## src/rtl/rotor_pkg.sv

```systemverilog
// rotor_pkg: constants and types shared by the rotor stages.
package rotor_pkg;
   localparam int ALPHA = 26;
   localparam logic [4:0] INVALID_LETTER = 5'd31;
   localparam logic [4:0] ROTOR2_FWD [26] = '{
      5'd6, 5'd11, 5'd16, 5'd24, 5'd22, 5'd1, 5'd19, 5'd8, 5'd25, 5'd3, 5'd15, 5'd18, 5'd5,
      5'd10, 5'd0, 5'd13, 5'd9, 5'd2, 5'd20, 5'd23, 5'd17, 5'd4, 5'd21, 5'd12, 5'd14, 5'd7};
   typedef enum logic {INIT, RUN} state_t;
endpackage

```

## src/rtl/rotor2_inv_table.sv

```systemverilog
// rotor2_inv_table: builds the rotor II inverse wiring after reset and serves lookups.
module rotor2_inv_table import rotor_pkg::*; #(
   parameter int ALPHA = 26,
   parameter int W = 5
) (
   input  logic         clk,
   input  logic         rst,
   input  logic [W-1:0] rd_addr,
   output logic [W-1:0] rd_data,
   output logic         init_done
);
   state_t state, state_nxt;
   logic [W-1:0] i;
   logic [W-1:0] inv [ALPHA];
   logic last;
   assign last = i == W'(ALPHA - 1);
   always_ff @(posedge clk) begin
      if (rst) begin
         state <= INIT;
         i <= '0;
      end else begin
         state <= state_nxt;
         i <= (state == INIT && !last) ? i + 1'b1 : '0;
      end
   end
   always_comb begin
      state_nxt = state;
      state_nxt = (state == INIT && last) ? RUN : state;
   end
   // one entry per INIT cycle: INV[FWD[i]] = i
   always_ff @(posedge clk) begin
      if (!rst && state == INIT) inv[ROTOR2_FWD[i]] <= i;
   end
   assign rd_data = inv[rd_addr];
   assign init_done = state == RUN;
endmodule

```

## src/rtl/rotor2_reverse.sv

```systemverilog
// rotor2_reverse: return path through rotor II, x = (INV[y] - pos) mod 26,
// as a 2-stage valid/ready pipeline with backpressure.
module rotor2_reverse import rotor_pkg::*; #(
   parameter int ALPHA = 26,
   parameter int W = 5
) (
   input  logic         clk,
   input  logic         rst,
   input  logic         in_valid,
   output logic         in_ready,
   input  logic [W-1:0] data_in,
   input  logic [W-1:0] position,
   output logic         out_valid,
   input  logic         out_ready,
   output logic [W-1:0] data_out,
   output logic         err_out,
   output logic         done_out,
   output logic         init_done
);
   localparam logic [W-1:0] A = W'(ALPHA);
   logic s1_valid, s1_bad, s2_adv, accept;
   logic [W-1:0] s1_y, s1_p, rd_addr, inv_y, mapped;
   logic [W:0] t;
   rotor2_inv_table #(.ALPHA(ALPHA), .W(W)) u_table (
      .clk(clk), .rst(rst), .rd_addr(rd_addr), .rd_data(inv_y), .init_done(init_done));
   assign s2_adv = !out_valid || out_ready;
   assign in_ready = init_done && (!s1_valid || s2_adv);
   assign accept = in_valid && in_ready;
   // out-of-range letters never address the table
   assign rd_addr = s1_bad ? '0 : s1_y;
   assign t = {1'b0, inv_y} + {1'b0, A} - {1'b0, s1_p};
   assign mapped = t >= {1'b0, A} ? W'(t - {1'b0, A}) : t[W-1:0];
   always_ff @(posedge clk) begin
      if (rst) begin
         s1_valid <= 1'b0;
         s1_bad <= 1'b0;
         s1_y <= '0;
         s1_p <= '0;
         out_valid <= 1'b0;
         data_out <= '0;
         err_out <= 1'b0;
         done_out <= 1'b0;
      end else begin
         done_out <= out_valid && out_ready;
         if (accept) begin
            s1_valid <= 1'b1;
            s1_y <= data_in;
            s1_p <= position >= A ? position - A : position;
            s1_bad <= data_in >= A;
         end else if (s2_adv) begin
            s1_valid <= 1'b0;
         end
         if (s2_adv) begin
            out_valid <= s1_valid;
            if (s1_valid) begin
               data_out <= s1_bad ? W'(INVALID_LETTER) : mapped;
               err_out <= s1_bad;
            end
         end
      end
   end
endmodule

```

## config.mk

```make
export PLATFORM = sky130hd
export DESIGN_NAME = rotor2_reverse
export DESIGN_NICKNAME = d
export VERILOG_FILES = /design/src/rtl/rotor_pkg.sv /design/src/rtl/rotor2_inv_table.sv /design/src/rtl/rotor2_reverse.sv
export SDC_FILE = /design/constraint.sdc
export NUM_CORES = 1
export LEC_CHECK = 0
export BUFFER_PORTS_ARGS = -buffer_cell sky130_fd_sc_hd__buf_2
export CAP_MARGIN = 20
export CORE_MARGIN = 1.5
export CORE_UTILIZATION = 55
export CTS_CLUSTER_DIAMETER = 30
export CTS_CLUSTER_SIZE = 10
export DETAILED_ROUTE_END_ITERATION = 8
export GPL_ROUTABILITY_DRIVEN = 1
export PLACE_DENSITY = 0.68
export SLEW_MARGIN = 15
export SYNTH_ARGS = -nofsm -noshare
export SYNTH_HDL_FRONTEND = slang
export SYNTH_SLANG_ARGS = --single-unit
```

## constraint.sdc

```tcl
create_clock -name clk -period 5.4 [get_ports clk]
set_clock_uncertainty 0.1 [all_clocks]
set_input_delay 0.81 -clock clk [delete_from_list [all_inputs] [get_ports clk]]
set_output_delay 0.81 -clock clk [all_outputs]
set_load 0.005 [all_outputs]
```

# After elaboration in Yosys (flattened, before gate mapping)
# Memories as Yosys holds them, arrays and structs flattened.
# Index checks and enable logic that the tools add are counted.
dict set report totals {
  input_bits 14
  register_bits 26
  mem_bits_ro 160
  output_inout_bits 10
  ramBits 130
  latch_bits 0
  mem_count 2
}
dict set report op_classes {
  div 0
  bitwise 3
  n_shift 0
  n_mux 10
  n_mul 0
  magnitude_cmp 4
  eq_ne 1
  addsub 5
  reduce_logical 15
}
# name depth word_bits read_ports rd_clocked_by_memory_dff write_ports line_no
set memory_table {}
lappend memory_table {{(name not given)} 32 5 1 0 0 rotor2_inv_table.sv:32} ;# if (!rst && state == INIT) inv[ROTOR2_FWD[i]] <= i;
lappend memory_table {u_table.inv 26 5 1 0 1 rotor2_inv_table.sv:14} ;# logic [W-1:0] inv [ALPHA];
# op count
set op_table {}
lappend op_table {{$mux W5} 6}
lappend op_table {{$ge A5 B5 Y1 const B} 2}
lappend op_table {{$sub A5 B5 Y5 const B} 2}
lappend op_table {{$add A5 B5 Y6 const B} 1}
lappend op_table {{$ge A6 B5 Y1 const B} 1}
lappend op_table {{$ge A6 B6 Y1 const B} 1}
lappend op_table {{$logic_and A1 B1 Y1} 6}
lappend op_table {{$not A5 Y6} 1}
lappend op_table {{$sub A6 B5 Y6} 1}
lappend op_table {{$add A5 B1 Y5 const B} 1}
lappend op_table {{$eq A5 B5 Y1 const B} 1}
lappend op_table {{$logic_not A1 Y1} 4}
lappend op_table {{$mux W1} 4}
lappend op_table {{$logic_or A1 B1 Y1} 2}
lappend op_table {{$not A1 Y1} 2}
lappend op_table {{$reduce_and A2 Y1} 1}
lappend op_table {{$reduce_bool A2 Y1} 1}
lappend op_table {{$reduce_or A2 Y1} 1}

# Depth between registers and ports, before layout
# An unclocked memory read counts as a cell.
dict set report logic_depth {
  word_depth 7
  depth_mapped 17
  ltp_nobuf 14
}

# Modules after synthesis
# A second synthesis with hierarchy kept.
dict set report hier_totals {
  hier_cells 515
  area_unflattened_um2 7091.8
}
# mod cells_each instances area_per_inst_um2
set modules_own_cells {}
lappend modules_own_cells {rotor2_inv_table 372 1 5935.7}
lappend modules_own_cells {rotor2_reverse 143 1 1156.1}

# Worst setup path before layout
# OpenSTA, ideal clock, no wires.
dict set report synth_path {
  path_type {register -> register}
  start {register s1_y[1]}
  end {register data_out[2]}
  required_time_ns 5.214
  arrival_time_ns 3.661
  path_slack_ns 1.553
  stages_incl_launch_ff 17
  cell_sequence {dfxtp_1 -> buf_2 -> buf_2 -> buf_2 -> nor2_1 -> nor2_1 -> o22ai_1 -> a221o_1 -> ha_1 -> inv_1 -> ha_1 -> fa_1 -> xnor2_1 -> a21o_1 -> o32ai_2 -> mux2_2 -> a211oi_1}
}
dict set report synth_between {
  elab_chain_len 7
  word_cells_on_any_way 8
}
# element line_no
set synth_rtl {}
lappend synth_rtl {{start: declaration} rotor2_reverse.sv:22} ;# logic [W-1:0] s1_y, s1_p, rd_addr, inv_y, mapped;
lappend synth_rtl {{start signal: assignment} rotor2_reverse.sv:47} ;# s1_y <= data_in;
lappend synth_rtl {{$mux W5 (*)} rotor2_reverse.sv:30} ;# assign rd_addr = s1_bad ? '0 : s1_y;
lappend synth_rtl {{$mem_v2 Z26 W5 (*)} -}
lappend synth_rtl {{$add A5 B5 Y6 (*)} rotor2_reverse.sv:31} ;# assign t = {1'b0, inv_y} + {1'b0, A} - {1'b0, s1_p};
lappend synth_rtl {{$sub A6 B5 Y6 (*)} rotor2_reverse.sv:31}
lappend synth_rtl {{$sub A5 B5 Y5 / $ge A6 B5 Y1 (equally long branches)} rotor2_reverse.sv:32} ;# assign mapped = t >= {1'b0, A} ? W'(t - {1'b0, A}) : t[W-1:0];
lappend synth_rtl {{$mux W5 (*)} rotor2_reverse.sv:32}
lappend synth_rtl {{$mux W5 (*)} rotor2_reverse.sv:56} ;# data_out <= s1_bad ? W'(INVALID_LETTER) : mapped;
lappend synth_rtl {{end signal: assignment} rotor2_reverse.sv:56}
lappend synth_rtl {{end: declaration} rotor2_reverse.sv:15} ;# output logic [W-1:0] data_out,
# Every way passes the cells marked *; elsewhere a longest branch is shown, timed or not.
# A chain may end at the register's enable or synchronous reset.

# Final worst setup path
dict set report layout_path {
  start {register s1_y[0]}
  end {register data_out[2]}
}
# Same word-level chain as after synthesis.

==> impl_results.md <==
- Status: finished clean
- Grt ovf: 0
- Core area: 12600 um^2
- Seq cells post-synth: 156
- Die area: 13500 um^2
- Least-Margin Pin Slew: 1.01 ns
- Slowest CP cell: dfxtp_2
- CP Launch Type: register
- Hold Fails Final Rpt: 0
- Crit path time final: 4.69 ns
- Detailed Route Iter0 Violations: 348
- EDFF count, synth: 130
- Routed met2 length: 6.79 mm
- Vias in the first global route: 4328
- CP Class: register to register
- Synth cell types: 61
- Synth area leader: edfxtp_1
- Global placement routability congestion: 0.920
- Worst path arrival time: 4.94 ns
- CTS Hold Bufs: 0
- Ys flop type: edfxtp_1
- CP peak stage delay: 0.98 ns
- Worst Path Max Fanout: 48
- Post-synth ARST share: 0%
- Initial Utilization: 56.2%
- Max-cap violation count: 0
- Drt drc: 0
- Root buffer cell: clkbuf_16
- Fin. max-slew vios: 0
- Commonest cells after routing, fill and taps aside: edfxtp_1 (130), nor2_1 (62), nand2_1 (41), a21oi_1 (29), dfxtp_1 (25)
- Final instance area: 7880 um^2
- Die height: 116 um
- FP Rows: 41
- Vias: 4449
- Post-synthesis sequential area ratio: 62.7%
- Final period util: 86.9%
- Wire length per cell: 19.5 um
- Slew Limit Headroom: 32.5%
- Antenna Violating Nets Remaining: 0
- Layout Nets: 604
- P_leak: 2.63 nW
- Initial antenna violation count: 0
- # setup viols final: 0
- Hold WC Path Type: register to register
- Synth warn: 0
- Synth Instances: 554
- Ports: 24
- Setup TNS: 0 ns
- TritonCTS Buffers: 17
- Crit path required time: 5.64 ns
- Power Density: 332 nW/um^2
- Ranking of synthesized cells by area: edfxtp_1 (55%), dfxtp_1 (7.4%), nor2_1 (3.3%)
- CTS sink cnt: 156
- Met3 WL: 740 um
- RSZ-0062 raised after global routing: no
- Post_cts resized: 0
- Die Width: 116 um
- Syn nets: 585
- Layout cell share with drive strength beyond 1: 16.4%
- Largest net degree at the start of global routing: 49
- First-pass GRT wire length: 23.1 mm
- Vias/cell: 5.87
- Most common cell after layout, fill and taps aside: edfxtp_1
- Placed cell area: 7290 um^2
- FMAX: 213 MHz
- TritonCTS clock tree: yes
- WL final: 14.8 mm
- ANT cells: 0
- Mean Syn Cell Area: 12.7 um^2
- Setup crit end kind: register
- DRT Pass-1 Iters: 4
- Max H-tree Level: 4
- Yosys top cell area share: 55.3%
- Area Overhead vs Synth: 11.7%
- Number of port buffers: 23
- Metal1 wirelength: 6.87 mm
- Mapped cell area: 7060 um^2
- Total track usage: 23.6%
- Skew-Pair Late Insertion Delay: 0.43 ns
- Detailed Place HPWL: 9.81 mm
- Setup repair bufs after CTS: 0
- Max IR drop VDD: 0.000226 V
- Top Layer Used: met4
- Clock slew at reported path FFs: 0.06 ns
- Critical Path, Cell by Cell: buf_4, mux2_2, o22ai_1, nor2_1, a221oi_1, ha_1, inv_1, ha_1, fa_1, xnor2_1, a21o_1, o32ai_2, mux2_2, a211oi_1
- Clk buf depth: 2
cell type report:
type                            instances  area, um^2
Tap cell                              172         215
Clock inverter                         15         153
Clock buffer                           17         425
Fill cell                             968        4680
Timing Repair Buffer                   31         183
Multi-Input combinational cell        344        2400
Sequential cell                       156        4430
Inverter                               23        86.3
synth_stat cells (4+ instances only):
library cell  count
a211oi_1         13
a21oi_1          29
a221oi_1          8
a311oi_1          6
and3_1            4
buf_2            11
clkbuf_1         14
dfxtp_1          26
edfxtp_1        130
ha_1             16
inv_1            23
mux2_2           14
mux2i_1          18
mux4_2            8
nand2_1          41
nand2b_1          9
nand3_1          10
nor2_1           62
nor2b_1          11
o211ai_1          6
o21ai_0          17
o22ai_1          15
xnor2_1           4
logic make-up (layout without fill, tap and decap cells):
| group | Yosys count | in the layout | share of synthesized area [%] |
|---|---|---|---|
| adder cells (fa/ha/maj) | 17 | 17 | 3.12 |
| XOR/XNOR | 6 | 6 | 0.744 |
| AND/OR/NAND/NOR | 160 | 160 | 11.0 |
| multiplexers | 41 | 41 | 7.55 |
| buffers and inverters | 54 | 86 | 3.39 |
| AO/OA/AOI/OAI | 120 | 120 | 11.5 |
| flip-flops | 156 | 156 | 62.7 |
flip-flops by register name, indices dropped and copies added (netlist names):
signal / cells
err_out: 1
out_valid: 1
s1_y: 5
data_out: 5
u_table.inv: 130
u_table.init_done: 1
s1_valid: 1
u_table.i: 5
s1_bad: 1
s1_p: 5
done_out: 1
metal layers:
metal  vias to the layer above  track usage [%]
met5                         -                0
met4                         0             10.3
met3                        28             5.40
met2                       134             36.5
met1                      2163             32.4
li1                       2124                -
worst paths after layout:
| check | endpoint | slack, ns | from | depth (start not counted) |
|---|---|---|---|---|
| worst max-delay path | data_out[2] | 0.71 | s1_y[0] | 14 |
| worst min-delay path | s1_p[0] | 0.37 | s1_p[0] | 2 |
| worst max register to register | data_out[2] | 0.71 | s1_y[0] | 14 |
| worst min register to register | s1_p[0] | 0.37 | s1_p[0] | 2 |
per-stage QoR:
stage	setup slack [ns]	util [%]	hold slack [ns]	total power [mW]	cells
after global routing	0.408	62.7	0.389	2.69	758
after detailed placement	0.631	58.0	0.366	1.48	725
final	0.706	62.7	0.373	2.62	758
after floorplan	1.55	-	0.332	1.44	554
after CTS	0.618	62.6	0.376	2.63	757
after global placement	0.791	58.0	0.349	1.48	725
power breakdown:
part           switching (mW)  internal [mW]  total (mW)
clock network           0.514          0.650        1.16
registers             0.00827           1.32        1.33
logic                  0.0840         0.0410       0.125
worst max-delay path, delay by kind of cell (launching register included):
| family | cells | cell delay (ns) |
|---|---|---|
| AO/OA/AOI/OAI | 5 | 1.27 |
| buffers and inverters | 2 | 0.45 |
| XOR/XNOR | 1 | 0.20 |
| adder cells (fa/ha/maj) | 3 | 0.80 |
| flip-flops | 1 | 0.98 |
| multiplexers | 2 | 0.74 |
| AND/OR/NAND/NOR | 1 | 0.06 |
Power figures use the tool's default switching activity.
